--- src/rtl/copperv_wb_arbiter.sv ---
// copperv_wb_arbiter
//   Shares one classic single-beat Wishbone bus between the copperv
//   instruction-fetch master (inst_*) and the load/store master (data_*).
//   Round-robin on simultaneous requests, grant held for the owner's whole
//   cyc, and a per-beat stb-to-ack timeout that turns a hung slave into an err.
//
// Ports
//   clk, rst                    clock, async active-high reset
//   inst_* / data_* (inputs)    master requests: cyc, stb, we, adr, dat_w, sel
//   inst_* / data_* (outputs)   master responses: ack, err, dat_r
//   bus_* (outputs)             shared bus request: cyc, stb, we, adr, dat_w, sel
//   bus_ack, bus_err, bus_dat_r slave response
//   grant                       {data,inst} one-hot owner, 00 when idle
//   timeout_pulse               one cycle when a beat is forced to err
//
// state    | meaning
// ---------+--------------------------------------------------------
// IDLE     | no owner, bus_cyc low, arbitrating on the next edge
// GNT_INST | instruction master owns the bus until it drops cyc
// GNT_DATA | data master owns the bus until it drops cyc
module copperv_wb_arbiter #(
  parameter int ADDR_WIDTH     = 32,
  parameter int DATA_WIDTH     = 32,
  parameter int TIMEOUT_CYCLES = 256,
  parameter int TIMER_WIDTH    = 9
) (
  input  logic                    clk,
  input  logic                    rst,

  input  logic                    inst_cyc,
  input  logic                    inst_stb,
  input  logic                    inst_we,
  input  logic [ADDR_WIDTH-1:0]   inst_adr,
  input  logic [DATA_WIDTH-1:0]   inst_dat_w,
  input  logic [DATA_WIDTH/8-1:0] inst_sel,
  output logic                    inst_ack,
  output logic                    inst_err,
  output logic [DATA_WIDTH-1:0]   inst_dat_r,

  input  logic                    data_cyc,
  input  logic                    data_stb,
  input  logic                    data_we,
  input  logic [ADDR_WIDTH-1:0]   data_adr,
  input  logic [DATA_WIDTH-1:0]   data_dat_w,
  input  logic [DATA_WIDTH/8-1:0] data_sel,
  output logic                    data_ack,
  output logic                    data_err,
  output logic [DATA_WIDTH-1:0]   data_dat_r,

  output logic                    bus_cyc,
  output logic                    bus_stb,
  output logic                    bus_we,
  output logic [ADDR_WIDTH-1:0]   bus_adr,
  output logic [DATA_WIDTH-1:0]   bus_dat_w,
  output logic [DATA_WIDTH/8-1:0] bus_sel,
  input  logic                    bus_ack,
  input  logic                    bus_err,
  input  logic [DATA_WIDTH-1:0]   bus_dat_r,

  output logic [1:0]              grant,
  output logic                    timeout_pulse
);

  // Encoding doubles as the grant vector.
  typedef enum logic [1:0] {
    IDLE     = 2'b00,
    GNT_INST = 2'b01,
    GNT_DATA = 2'b10
  } state_t;

  localparam bit TO_EN = (TIMEOUT_CYCLES != 0);
  localparam logic [TIMER_WIDTH-1:0] TC_LAST =
    (TIMEOUT_CYCLES == 0) ? '0 : TIMER_WIDTH'(TIMEOUT_CYCLES - 1);

  state_t                 state;
  logic                   last_data;  // 1: data master owned the bus last
  logic [TIMER_WIDTH-1:0] timer;
  logic                   force_err;
  logic                   entered;    // first cycle after a grant edge
  logic                   own_cyc;
  logic                   own_stb;
  logic                   waiting;
  logic                   fire;

  always_comb begin
    own_cyc   = 1'b0;
    own_stb   = 1'b0;
    bus_we    = 1'b0;
    bus_adr   = '0;
    bus_dat_w = '0;
    bus_sel   = '0;
    case (state)
      GNT_INST: begin
        own_cyc   = inst_cyc;
        own_stb   = inst_stb;
        bus_we    = inst_we;
        bus_adr   = inst_adr;
        bus_dat_w = inst_dat_w;
        bus_sel   = inst_sel;
      end
      GNT_DATA: begin
        own_cyc   = data_cyc;
        own_stb   = data_stb;
        bus_we    = data_we;
        bus_adr   = data_adr;
        bus_dat_w = data_dat_w;
        bus_sel   = data_sel;
      end
      default: ;
    endcase
  end

  assign bus_cyc = own_cyc;
  assign bus_stb = own_stb & ~force_err;

  // A same-cycle ack overrides the forced error.
  assign fire          = force_err & ~bus_ack;
  assign timeout_pulse = fire;

  assign inst_ack   = (state == GNT_INST) & bus_ack;
  assign inst_err   = (state == GNT_INST) & (bus_err | fire);
  assign inst_dat_r = (state == GNT_INST) ? bus_dat_r : '0;
  assign data_ack   = (state == GNT_DATA) & bus_ack;
  assign data_err   = (state == GNT_DATA) & (bus_err | fire);
  assign data_dat_r = (state == GNT_DATA) ? bus_dat_r : '0;

  assign grant = state;

  // The grant cycle itself is not counted, so a beat that starts with the
  // grant gets TIMEOUT_CYCLES full waiting cycles after it.
  assign waiting = own_cyc & bus_stb & ~bus_ack & ~bus_err & ~entered;

  always_ff @(posedge clk or posedge rst) begin
    if (rst) begin
      state     <= IDLE;
      last_data <= 1'b1;
      timer     <= '0;
      force_err <= 1'b0;
      entered   <= 1'b0;
    end else begin
      force_err <= 1'b0;
      entered   <= 1'b0;

      case (state)
        IDLE: begin
          if (inst_cyc && (!data_cyc || last_data)) begin
            state   <= GNT_INST;
            entered <= 1'b1;
          end else if (data_cyc) begin
            state   <= GNT_DATA;
            entered <= 1'b1;
          end
        end
        GNT_INST: begin
          if (!inst_cyc) begin
            last_data <= 1'b0;
            entered   <= data_cyc;
            state     <= data_cyc ? GNT_DATA : IDLE;
          end
        end
        GNT_DATA: begin
          if (!data_cyc) begin
            last_data <= 1'b1;
            entered   <= inst_cyc;
            state     <= inst_cyc ? GNT_INST : IDLE;
          end
        end
        default: state <= IDLE;
      endcase

      // own_cyc high means the owner keeps the bus across this edge.
      if (TO_EN && waiting) begin
        if (timer == TC_LAST) begin
          force_err <= 1'b1;
          timer     <= '0;
        end else begin
          timer <= timer + TIMER_WIDTH'(1);
        end
      end else begin
        timer <= '0;
      end
    end
  end

endmodule

--- config.mk ---
export PLATFORM = sky130hd
export DESIGN_NAME = copperv_wb_arbiter
export DESIGN_NICKNAME = d
export VERILOG_FILES = /design/src/rtl/copperv_wb_arbiter.sv
export SDC_FILE = /design/constraint.sdc
export NUM_CORES = 1
export LEC_CHECK = 0
export CAP_MARGIN = 30
export CORE_AREA = 8 8 118 120
export DETAILED_ROUTE_END_ITERATION = 6
export DIE_AREA = 0 0 126 128
export HOLD_SLACK_MARGIN = 0.02
export MAX_ROUTING_LAYER = met4
export PLACE_DENSITY = 0.66
export SLEW_MARGIN = 15
export SYNTH_ARGS = -nofsm -noshare
export SYNTH_HDL_FRONTEND = slang
export SYNTH_SLANG_ARGS = --single-unit
--- constraint.sdc ---
create_clock -name clk -period 2.6 [get_ports clk]
set_clock_uncertainty 0.15 [all_clocks]
set_input_delay 0.65 -clock clk [delete_from_list [all_inputs] [get_ports clk]]
set_output_delay 0.65 -clock clk [all_outputs]
set_load 0.02 [all_outputs]
# Word level (Yosys, flattened, before mapping)
# Cells that the tools add are included.
dict set report word_totals {
  ff_bits 14
  latchBits 0
  ram_bits 0
  rom_bits 0
  output_inout_bits 142
  wordCells 61
  mem_count 0
}
dict set report classes {
  n_addsub 1
  multipliers 0
  div_mod_pow 0
  magnitude_cmp 0
  eq_ne 6
  n_shift 0
  n_mux 27
  bitwise 15
  n_reduce_logical 7
}
# op n
set op_table {}
lappend op_table {{case mux 32 bit (2 select lines)} 2}
lappend op_table {{2-to-1 mux 32 bit} 2}
lappend op_table {{2-to-1 mux 9 bit} 2}
lappend op_table {{bitwise AND 1 bit} 10}
lappend op_table {{2-to-1 mux 2 bit} 5}
lappend op_table {{adder 9 x 1 -> 9 bit (second input constant)} 1}
lappend op_table {{== test 9 x 8 -> 1 bit (second input constant)} 1}
lappend op_table {{2-to-1 mux 1 bit} 9}
lappend op_table {{case mux 1 bit (2 select lines)} 4}
lappend op_table {{case mux 4 bit (2 select lines)} 1}
lappend op_table {{case mux 2 bit (3 select lines)} 1}
lappend op_table {{AND reduction 3 bit} 2}
lappend op_table {{!= test 2 bit (second input constant)} 2}
lappend op_table {{inverter 1 bit} 4}
lappend op_table {{!= test 3 bit (second input constant)} 1}
lappend op_table {{case mux 1 bit (3 select lines)} 1}
lappend op_table {{== test 2 x 1 -> 1 bit (second input constant)} 1}
lappend op_table {{== test 2 bit (second input constant)} 1}
lappend op_table {{zero test 2 bit} 1}
lappend op_table {{nonzero test 2 bit} 1}
lappend op_table {{logical AND 1 bit} 1}
lappend op_table {{zero test 1 bit} 1}
lappend op_table {{logical OR 1 bit} 1}
lappend op_table {{OR 1 bit} 1}

# Depth between registers and ports, before layout
# Gate-level depths: netlist of run 1.
dict set report depth {
  ltp_word 8
  mapped_depth 7
  depth_no_buf 5
}

# Worst setup path after synthesis of run 1
# No wires, ideal clock.
dict set report synth_path {
  path_type {register -> output}
  startpoint {reg state[0], in the netlist grant[0]}
  endpoint {out bus_stb}
  t_arrival_ns 1.757
  t_required_ns 1.800
  path_slack_ns 0.043
  stages_incl_launch_ff 6
  n_path_buf 2
  path_cell_list {dfrtp_1 inv_1 ha_1 buf_2 clkbuf_1 nor3b_1}
}
dict set report synth_via {
  elab_chain_cells 3
}
# element line
set synth_rtl {}
lappend synth_rtl {{from (decl)} 75} ;# state_t state;
lappend synth_rtl {{from (signal assigned)} 158} ;# state <= data_cyc ? GNT_DATA : IDLE;
lappend synth_rtl {{from (signal assigned)} 165} ;# state <= inst_cyc ? GNT_INST : IDLE;
lappend synth_rtl {{== test 2 bit or == test 2 x 1 -> 1 bit (tied branches)} 92} ;# case (state)
lappend synth_rtl {{case mux 1 bit (2 select lines) *} 92}
lappend synth_rtl {{bitwise AND 1 bit *} 114} ;# assign bus_stb = own_stb & ~force_err;
lappend synth_rtl {{to (decl)} 51} ;# output logic bus_stb,
# Every way passes the cells marked *; elsewhere a longest branch is shown, timed or not.

# Worst setup path after layout of run 1
dict set report layout_path {
  startpoint {reg state[0], in the netlist grant[0]}
  endpoint {out bus_dat_w[19]}
}
dict set report layout_via {
  elab_chain_cells 2
}
# element line
set layout_rtl {}
lappend layout_rtl {{== test 2 bit or == test 2 x 1 -> 1 bit (tied branches)} 92}
lappend layout_rtl {{case mux 32 bit (2 select lines) *} 92}
lappend layout_rtl {{to (decl)} 54} ;# output logic [DATA_WIDTH-1:0] bus_dat_w,
# Marks and branches as above.

==> metrics.md, run 1 <==
| Metric | Value |
|---|---|
| Status | `completed` |
| Mux cell area share after synthesis | `0.00433` |
| Xor-xnor portion of the synthesized cell area | `0.0114` |
| Final setup viols | `0` |
| Area after DPL | `between 0.005 and 0.006 mm2` |
| Final WL | `15.8 mm` |
| Htree depth | `1` |
| Post-synth top area share | `0.227` |
| P_leak | `between 2 and 3 nW` |
| Die X | `about 130 um` |
| Post-synth EDFFs | `0` |
| CTS buffer count | `3` |
| Die Area | `between 0.015 and 0.02 mm2` |
| Gpl congestion | `roughly 0.96` |
| Synthesized cell area | `about 0.0023 mm2` |
| Clock transition at the registers of the reported paths | `roughly 0.050 ns` |
| Number of nets in the layout | `between 800 and 900` |
| Leading area contributor after synthesis | `a22oi_1` |
| Gr usage total | `0.182` |
| Syn Nets | `500` |
| Gate Count Post-Synth | `~320` |
| P&R area growth vs syn | `147%` |
| Worst setup margin | `between 0.015 and 0.02 ns` |
| Slowest cell on the critical path | `dfrtp_1` |
| DPL Wire Length | `between 10 and 15 mm` |
| Max clock buf depth | `2` |
| CP endpoint kind | `primary output` |
| Drt wl/cell | `approximately 20 um` |
| Initial DRC count | `approximately 240` |
| Post-CTS Hold Buffers | `0` |
| Pwr Density | `roughly 850 mW/mm2` |
| Total power | `4.86 mW` |
| Synth Area in Compound Gates | `0.283` |
| CTS tree | `built` |
| Core Rows | `between 40 and 50` |
| Max-slew violation total from the final report | `0` |
| Crit path cell chain | `buf_4 > ha_4 > buf_6 > buf_4 > a22oi_2 > nor2b_1 > buf_2` |
| DR pass1 iterations | `4` |
| Antenna violations before repair | `0` |
| Count leader, synth | `nor2b_1` |
| Synth top cells by count | `74 x nor2b_1, 70 x a22oi_1, 66 x and2_1` |
| CP max stage delay | `0.39 ns` |
| Fraction of the mapped netlist area in adder cells | `0.0271` |
| Largest cells by area after synthesis | `a22oi_1 23%, nor2b_1 20%, and2_1 18%` |
| Fin. Hold Viols | `0` |
| Routed vias/inst | `between 4 and 5` |
| Core area | `about 0.012 mm2` |
| Main flop type after synthesis | `dfrtp_1` |
| Post-Synth Simple-Gate Area | `0.452` |
| Sequential cell area fraction in the yosys report | `0.152` |
| Largest family of logic cells by synthesized area | `simple AND/OR/NAND/NOR gates` |
| Hold WS | `0.361 ns` |
| Max Cap Violations | `0` |
| Total grt overflow | `0` |
| Starting Density | `0.189` |
| Antenna diodes | `0` |
| Clock Sinks | `14` |
| Bufs and invs on worst path | `4` |
| Crit Path Category | `flip-flop to primary output` |
| Residual DRC | `0` |
| IO Count | `320` |
| Antenna Nets Post-Route | `0` |
| Synth cell types | `33` |
| Minimum clock period | `2.58 ns` |
| Setup Slack @ Placement | `-0.318 ns` |
| Hold WC Path Type | `flip-flop to flip-flop` |
| Max rail drop VDD | `0.000405 V` |
| Yosys warnings | `0` |
| Largest net degree at the start of global routing | `49` |
| Crit start category | `flip-flop` |
| Clock Latency Late Sink | `0.24 ns` |
| Share of cells above drive strength 1 | `0.200` |
| CP dominant cell by count | `buf_4` |
| CP Data Arrival Time | `1.78 ns` |
| Yosys reg bits | `14` |
| Crit-path max FO | `9` |
| First-pass GRT wire length | `22.5 mm` |
| Required time worst endpoint | `between 1.5 and 2 ns` |
| Delay-heaviest family, CP | `buffers and inverters` |
| F_max | `just under 400 MHz` |
| Root Driver | `clkbuf_16` |
| Worst slew pin tran | `0.544 ns` |
| Number of I/O port buffers | `between 300 and 400` |
| Total number of vias | `3607` |
| Die Y-Extent | `between 100 and 150 um` |
| Final Cell Area | `0.00571 mm2` |
| RSZ-0062 raised after global routing | `true` |
| Final Util | `0.468` |
| Async SR Flop Fraction | `1.00` |
| Avg Inst Size Synth | `7.29 um2` |
| Vias in the first global route | `3613` |
| Rel. slew slack | `0.637` |
| Crit share post-route | `0.993` |
[logic make-up (layout without fill, tap and decap cells)]
kind of cell	count (synthesis)	in the layout
buf+inv	40	358
flops	14	14
fa+ha+maj	5	5
xor+xnor	3	3
simple gates	166	166
mux	1	1
compound gates	88	88
[through the flow]
step / setup TNS [ns] / std cells
after floorplan: 0 / 317
after global placement: -13.85 / 780
after detailed placement: -15.00 / 780
after CTS: -0.0574 / 785
after global routing: -0.326 / 785
final: 0 / 785
[power by group]
| group | total (mW) | internal [mW] | switching (mW) |
|---|---|---|---|
| clock | 0.320 | 0.233 | 0.0872 |
| combinational | 4.27 | 1.94 | 2.32 |
| sequential | 0.276 | 0.255 | 0.0211 |
[layer usage]
| layer | wire length, um | vias to the layer above | GRT usage |
|---|---|---|---|
| li1 | - | 1760 | - |
| met1 | 5810 | 1702 | 0.190 |
| met2 | 8750 | 125 | 0.347 |
| met3 | 948 | 20 | 0.0366 |
| met4 | 254 | 0 | 0.0333 |
| met5 | 0 | - | - |
[cell type report]
cell class	instances	area (um2)
Tap cell	150	188
Inverter	6	22.5
Sequential cell	14	352
Clock buffer	4	88.8
Multi-Input combinational cell	263	1900
Timing Repair Buffer	348	3160
Fill cell	1245	6500
[cells in the final DEF (no fill, tap or decap), types with 4 or more instances in the layout]
master             n
clkdlybuf4s15_2    8
buf_4             20
dfrtp_1           13
o21ai_0            8
and2_1            66
inv_1              4
buf_2             30
nor2b_1           73
clkdlybuf4s50_1  179
a22oi_1           58
buf_12             9
clkbuf_2          30
clkdlybuf4s15_1    5
a22oi_2           12
dlygate4sd2_1     64
nor4_1             4
[path summary, 6_finish.rpt]
check	from	to	slack (ns)	cells after the start
max reg2reg	grant[0]	timer[5]	0.48	9
max in group asynchronous	rst	last_data	1.33	2
min	timer[0]	timer[0]	0.36	1
max	grant[0]	bus_dat_w[19]	0.02	7
min reg2reg	timer[0]	timer[0]	0.36	1
min in group asynchronous	rst	timer[1]	0.60	2
[sequential cells by signal, summed over array words and instances, names as in the netlist]
register   count
entered        1
force_err      1
grant          2
last_data      1
timer          9
[repair_timing]
action / CTS / global route
setup buffers: 1 / 0
endpoints found under the setup margin: 139 / 86
pin swaps: 0 / 1
resized for setup: 266 / 75
[worst reg2reg max path: cells and delay by family (launching register included)]
family	cells	cell delay (ns)
buffers and inverters	5	0.74
and+or+nand+nor	1	0.18
adders and majority gates	1	0.20
DFF	1	0.37
AOI/OAI and AO/OA	2	0.35
Power figures use the tool's default switching activity.
==> inputs of run 2 (changes only) <==
- CELL_PAD_IN_SITES_DETAIL_PLACEMENT: unset -> 0
- CELL_PAD_IN_SITES_GLOBAL_PLACEMENT: unset -> 2
- CORE_AREA: 8 8 118 120 -> unset
- CORE_MARGIN: unset -> 8
- CORE_UTILIZATION: unset -> 10
- DIE_AREA: 0 0 126 128 -> unset
- PLACE_DENSITY: 0.66 -> unset
- PLACE_DENSITY_LB_ADDON: unset -> 0.1
==> metrics.md, run 2 (synthesized netlist as in run 1, its figures left out) <==
| Metric | Value |
|---|---|
| Starting Density | `0.102 (-0.0873)` |
| Die X | `168 um (+33%)` |
| Required time worst endpoint | `1.80 ns (about the same)` |
| Final WL | `19.0 mm (+21%)` |
| Max-slew violation total from the final report | `0 (unchanged)` |
| F_max | `389 MHz (+0.40%)` |
| Area of the multi-input gates | `0.00188 mm2 (-0.92%)` |
| Gpl congestion | `0.767 (-20%)` |
| DR pass1 iterations | `4 (unchanged)` |
| Pwr Density | `863 mW/mm2 (+1.3%)` |
| Cell Count, Final, Fillers Out | `927 (+18%)` |
| Die Area | `0.0282 mm2 (+75%)` |
| Fin. Hold Viols | `0 (unchanged)` |
| CTS tree | `built` |
| Crit share post-route | `0.989 (-0.00397)` |
| Total grt overflow | `0 (unchanged)` |
| Most frequent cells in the layout | `179 x clkdlybuf4s50_1, 72 x nor2b_1, 66 x and2_1, 60 x a22oi_1, 48 x clkbuf_2` |
| CP endpoint kind | `primary output` |
| Worst slew pin tran | `0.558 ns (+0.0142 ns)` |
| Rel. slew slack | `0.628 (-0.00950)` |
| Antenna violations before repair | `1 (+1)` |
| CTS buffer count | `3 (unchanged)` |
| Die Y-Extent | `168 um (+31%)` |
| Total number of vias | `3626 (+0.53%)` |
| Number of nets in the layout | `825 (+0.73%)` |
| Max clock buf depth | `2 (unchanged)` |
| Clock network power share | `0.062 (-0.004)` |
| Reg2reg start | `grant[0]` |
| Setup TNS | `0 ns (unchanged)` |
| P_leak | `2.46 nW (-2.5%)` |
| Most flop-heavy register | `timer` |
| CP max stage delay | `0.41 ns (+0.02 ns)` |
| Largest net degree at the start of global routing | `37 (-24%)` |
| Routed vias/inst | `3.91 (-15%)` |
| Drt wl/cell | `20.5 um (+2.0%)` |
| Core area | `0.0226 mm2 (+85%)` |
| Vias in the first global route | `3786 (+4.8%)` |
| Crit-path max FO | `36 (+27)` |
| Post-CTS Hold Buffers | `0 (unchanged)` |
| Root Driver | `clkbuf_16` |
| Minimum clock period | `2.57 ns (-0.0103 ns)` |
| Clock Latency Late Sink | `0.24 ns (about the same)` |
| P&R area growth vs syn | `158%` |
| Placed Cells | `916 (+17%)` |
| Register Area | `352 um2 (unchanged)` |
| Clock Sinks | `14 (unchanged)` |
| RSZ-0062 raised after global routing | `true` |
| Clock transition at the registers of the reported paths | `0.05 ns (about the same)` |
| Total power | `5.15 mW (+5.9%)` |
| Final setup viols | `0 (unchanged)` |
| Core Rows | `55 (+34%)` |
| IO Count | `320 (unchanged)` |
| CP Data Arrival Time | `1.77 ns (about the same)` |
| Residual DRC | `0 (unchanged)` |
| Commonest non-fill, non-tap cell in the layout | `clkdlybuf4s50_1` |
| # fillers | `2498 (+100%)` |
| Switch share | `0.505 (+0.00502)` |
| Comb power frac | `0.884 (+0.007)` |
| Final Util | `0.264 (-0.204)` |
| Htree depth | `1 (unchanged)` |
| DPL Wire Length | `15.7 mm (+19%)` |
| First-pass GRT wire length | `26.3 mm (+16%)` |
| Number of I/O port buffers | `319 (unchanged)` |
| Hold Crit Start | `timer[0]` |
| Worst setup margin | `0.0293 ns (+0.0103 ns)` |
| Gr usage total | `0.125 (-0.0565)` |
| Status | `completed` |
| Internal power | `2.55 mW (+4.9%)` |
| Critical Path Start | `grant[1]` |
| Seq pwr share | `0.054 (-0.003)` |
| Switching power | `2.60 mW (+7.0%)` |
| Crit start category | `flip-flop` |
| Setup Slack @ Placement | `-0.382 ns (-0.0635 ns)` |
| Crit Path Category | `flip-flop to primary output` |
| Slowest cell on the critical path | `ha_2` |
| Initial DRC count | `113 (-53%)` |
| Crit path cell chain | `inv_1 > ha_2 > buf_12 > nor2b_2 > clkdlybuf4s15_2` |
| Share of cells above drive strength 1 | `0.251 (+0.0512)` |
| Antenna Nets Post-Route | `0 (unchanged)` |
| Max reg flops | `9 (unchanged)` |
| Hold WC Path Type | `flip-flop to flip-flop` |
| Max Cap Violations | `0 (unchanged)` |
| Max rail drop VDD | `0.000444 V (+9.7%)` |
==> run 2: final timing paths <==
kind / to / slack (ns) / depth (start not counted)
worst max register to register: grant[0] / 0.66 / 6
worst max-delay path: bus_adr[15] / 0.03 / 5
min in group asynchronous: force_err / 0.62 / 2
max in group asynchronous: last_data / 1.31 / 2
worst min-delay path: timer[0] / 0.35 / 1
worst min register to register: timer[0] / 0.35 / 1
==> run 2: area by class of cell <==
type                    count  area share
diodes                      1    0.000419
repair buffers            354       0.547
multi-input cells         263       0.315
inverters                   6     0.00377
flip-flops and latches     14      0.0589
clock buffers               4      0.0149
well taps                 285      0.0597
==> run 2: repair_timing <==
item / 4_1_cts / 5_1_grt
resized for setup: 252 / 105
endpoints found under the setup margin: 133 / 96
pin swaps: 1 / 2
buffers inserted: 0 / 4
cloned: 0 / 2
==> run 2: per-layer routing <==
layer | track usage | up-vias | share of wire
li1 | - | 1770 | -
met1 | 0.124 | 1701 | 0.37
met2 | 0.249 | 145 | 0.55
met3 | 0.0264 | 10 | 0.061
met4 | 0.0190 | 0 | 0.011
met5 | - | - | 0
==> run 2: power groups by stage <==
stage          combinational (mW)  sequential (mW)  clock [mW]
6_report                     4.55            0.276       0.322
5_1_grt                      4.88            0.280       0.346
4_1_cts                      4.58            0.277       0.334
3_5_place_dp                 4.85            0.281           0
3_3_place_gp                 4.85            0.280           0
2_1_floorplan                2.30            0.295           0
==> run 2: critical path: cells and delay by family, from the launching register on <==
| kind | cells | cell delay [ns] |
|---|---|---|
| adders and majority gates | 1 | 0.41 |
| buffers and inverters | 3 | 0.56 |
| DFF | 1 | 0.34 |
| and+or+nand+nor | 1 | 0.20 |
==> run 2: stage by stage <==
step / cell area [um2] / hold slack (ns)
floorplan: 2310 / 0.317
global placement: 6050 / 0.348
detailed placement: 6050 / 0.346
CTS: 6130 / 0.352
global route: 5970 / 0.400
finish: 5970 / 0.346
==> inputs of run 3 (changes only) <==
- RECOVER_POWER: unset -> 50
- TNS_END_PERCENT: unset -> 1
==> metrics.md, run 3 (synthesized netlist as in run 1, its figures left out) <==
| Metric | Value |
|---|---|
| Antenna violations before repair | `1 (unchanged)` |
| Worst setup margin | `0.0258 ns (-0.00342 ns)` |
| Gpl congestion | `0.767 (unchanged)` |
| Antenna Nets Post-Route | `0 (unchanged)` |
| First-pass GRT wire length | `26.2 mm (about the same)` |
| Residual DRC | `0 (unchanged)` |
| P_leak | `2.34 nW (-4.7%)` |
| Max rail drop VDD | `0.000448 V (+0.77%)` |
| Cell Count, Final, Fillers Out | `921 (-0.65%)` |
| Clock Latency Late Sink | `0.24 ns (about the same)` |
| Reg2reg end | `timer[7]` |
| Core Rows | `55 (unchanged)` |
| Die Y-Extent | `168 um (unchanged)` |
| Buffer count from post-CTS setup fixing | `0 (unchanged)` |
| DPL Wire Length | `15.7 mm (unchanged)` |
| Fin. Hold Viols | `0 (unchanged)` |
| Worst slew pin tran | `0.564 ns (+0.00620 ns)` |
| Starting Density | `0.102 (unchanged)` |
| Max-slew violation total from the final report | `0 (unchanged)` |
| CTS tree | `built` |
| Crit-path max FO | `7 (-81%)` |
| Number of I/O port buffers | `319 (unchanged)` |
| CP max stage delay | `0.40 ns (about the same)` |
| Crit Path Category | `flip-flop to primary output` |
| Commonest non-fill, non-tap cell in the layout | `clkdlybuf4s50_1` |
| Total number of vias | `3636 (+0.28%)` |
| M3 GR Usage | `0.0264 (unchanged)` |
| Total grt overflow | `0 (unchanged)` |
| Clock Sinks | `14 (unchanged)` |
| Minimum clock period | `2.57 ns (+0.00342 ns)` |
| F_max | `388 MHz (-0.13%)` |
| Crit start category | `flip-flop` |
| Hold Crit Start | `timer[0]` |
| Seq pwr share | `0.056 (+0.002)` |
| Die Area | `0.0282 mm2 (unchanged)` |
| Max reg flops | `9 (unchanged)` |
| Initial DRC count | `166 (+47%)` |
| Setup TNS | `0 ns (unchanged)` |
| Largest net degree at the start of global routing | `37 (unchanged)` |
| Clock transition at the registers of the reported paths | `0.05 ns (about the same)` |
| Setup Slack @ Placement | `-0.382 ns (unchanged)` |
| IO Count | `320 (unchanged)` |
| Comb power frac | `0.878 (-0.006)` |
| Rel. slew slack | `0.623 (-0.00414)` |
| Hold Crit Depth | `1 (unchanged)` |
| Met2 Use GR | `0.249 (unchanged)` |
| Final WL | `18.6 mm (-1.9%)` |
| Share of cells above drive strength 1 | `0.200 (-0.0512)` |
| Hold EP | `timer[0]` |
| GRT busiest layer | `met2` |
| Internal power | `2.36 mW (-7.6%)` |
| Status | `completed` |
| Final Util | `0.254 (-0.00978)` |
| Placed Cells | `916 (unchanged)` |
| M1 GR Usage | `0.124 (-0.000139)` |
| CP endpoint kind | `primary output` |
| Switch share | `0.518 (+0.0133)` |
| CTS buffer count | `3 (unchanged)` |
| Root Driver | `clkbuf_16` |
| Max clock buf depth | `2 (unchanged)` |
| Area after DPL | `0.00605 mm2 (unchanged)` |
| Clock network power share | `0.066 (+0.004)` |
| Required time worst endpoint | `1.80 ns (about the same)` |
| Crit share post-route | `0.990 (+0.00131)` |
| Hold WC Path Type | `flip-flop to flip-flop` |
| Gr usage total | `0.125 (about the same)` |
| DR pass1 iterations | `4 (unchanged)` |
| Switching power | `2.53 mW (-2.5%)` |
| Final setup viols | `0 (unchanged)` |
| Final Cell Area | `0.00575 mm2 (-3.7%)` |
| Vias in the first global route | `3785 (-0.026%)` |
| Max Cap Violations | `0 (unchanged)` |
| CP Data Arrival Time | `1.77 ns (about the same)` |
| P&R area growth vs syn | `149%` |
| Reg2reg start | `grant[1]` |
| RSZ-0062 raised after global routing | `true` |
| Slowest cell on the critical path | `ha_2` |
| Die X | `168 um (unchanged)` |
| Number of nets in the layout | `819 (-0.73%)` |
| Most flop-heavy register | `timer` |
| Core area | `0.0226 mm2 (unchanged)` |
| Crit path cell chain | `inv_1 > ha_2 > buf_4 > nor3b_1 > clkdlybuf4s15_2` |
| Routed vias/inst | `3.95 (+0.93%)` |
| Pwr Density | `851 mW/mm2 (-1.4%)` |
| Htree depth | `1 (unchanged)` |
| R2r worst-path depth | `6 (unchanged)` |
| Most frequent cells in the layout | `175 x clkdlybuf4s50_1, 72 x nor2b_1, 68 x a22oi_1, 66 x and2_1, 44 x clkbuf_2` |
| Drt wl/cell | `20.2 um (-1.3%)` |
| Post-CTS Hold Buffers | `0 (unchanged)` |
| Flop2flop setup slack | `0.55 ns (-0.11 ns)` |
## run 3: changes by cell type in the layout (fill, tap and decap cells not counted), sizes merged
cell,delta
clkdlybuf4s15,-5
clkbuf,+14
clkdlybuf4s50,-4
dlygate4sd2,-1
clkdlybuf4s18,-1
dlygate4sd3,+4
buf,-13
## run 3: worst max path at each step
| stage | startpoint | end | cells after the start |
|---|---|---|---|
| 2_1_floorplan | grant[0] | bus_stb | 5 |
| 3_3_place_gp | data_stb | bus_stb | 4 |
| 3_5_place_dp | data_stb | bus_stb | 4 |
| 4_1_cts | data_stb | bus_stb | 4 |
| 5_1_grt | grant[0] | bus_stb | 5 |
| 6_report | grant[1] | bus_stb | 5 |
## run 3: critical path, delay by kind of cell, from the launching register on
family	cells	cell delay, ns
buffers and inverters	3	0.60
adder cells (fa/ha/maj)	1	0.40
flip-flops	1	0.34
AND/OR/NAND/NOR	1	0.19
## run 3: repair_timing
| item | 4_1_cts | 5_1_grt |
|---|---|---|
| resized for setup | 252 | 96 |
| pin swaps | 1 | 0 |
| setup endpoints to repair | 133 | 96 |
## run 3: final cells by class
| class | instances | area, um2 |
|---|---|---|
| diodes | 1 | 2.50 |
| clock buffers | 4 | 88.8 |
| fillers | 2533 | 16900 |
| inverters | 6 | 22.5 |
| multi-input cells | 263 | 1830 |
| flip-flops and latches | 14 | 352 |
| well taps | 285 | 357 |
| repair buffers | 348 | 3090 |
## run 3: stage by stage
step | total power [mW] | hold slack (ns)
floorplan | 2.60 | 0.317
global route | 5.24 | 0.401
CTS | 5.19 | 0.352
finish | 4.89 | 0.345
global placement | 5.13 | 0.348
detailed placement | 5.13 | 0.346
## run 3: layer usage
layer,up-vias,part of all wire
li1,1758,-
met1,1717,0.37
met2,151,0.56
met3,10,0.062
met4,0,0.012
met5,-,0
## run 3: power groups by stage
stage	registers (mW)	logic, mW	clock network (mW)
5_1_grt	0.280	4.62	0.346
2_1_floorplan	0.295	2.30	0
3_5_place_dp	0.281	4.85	0
4_1_cts	0.277	4.58	0.334
3_3_place_gp	0.280	4.85	0
6_report	0.276	4.29	0.322
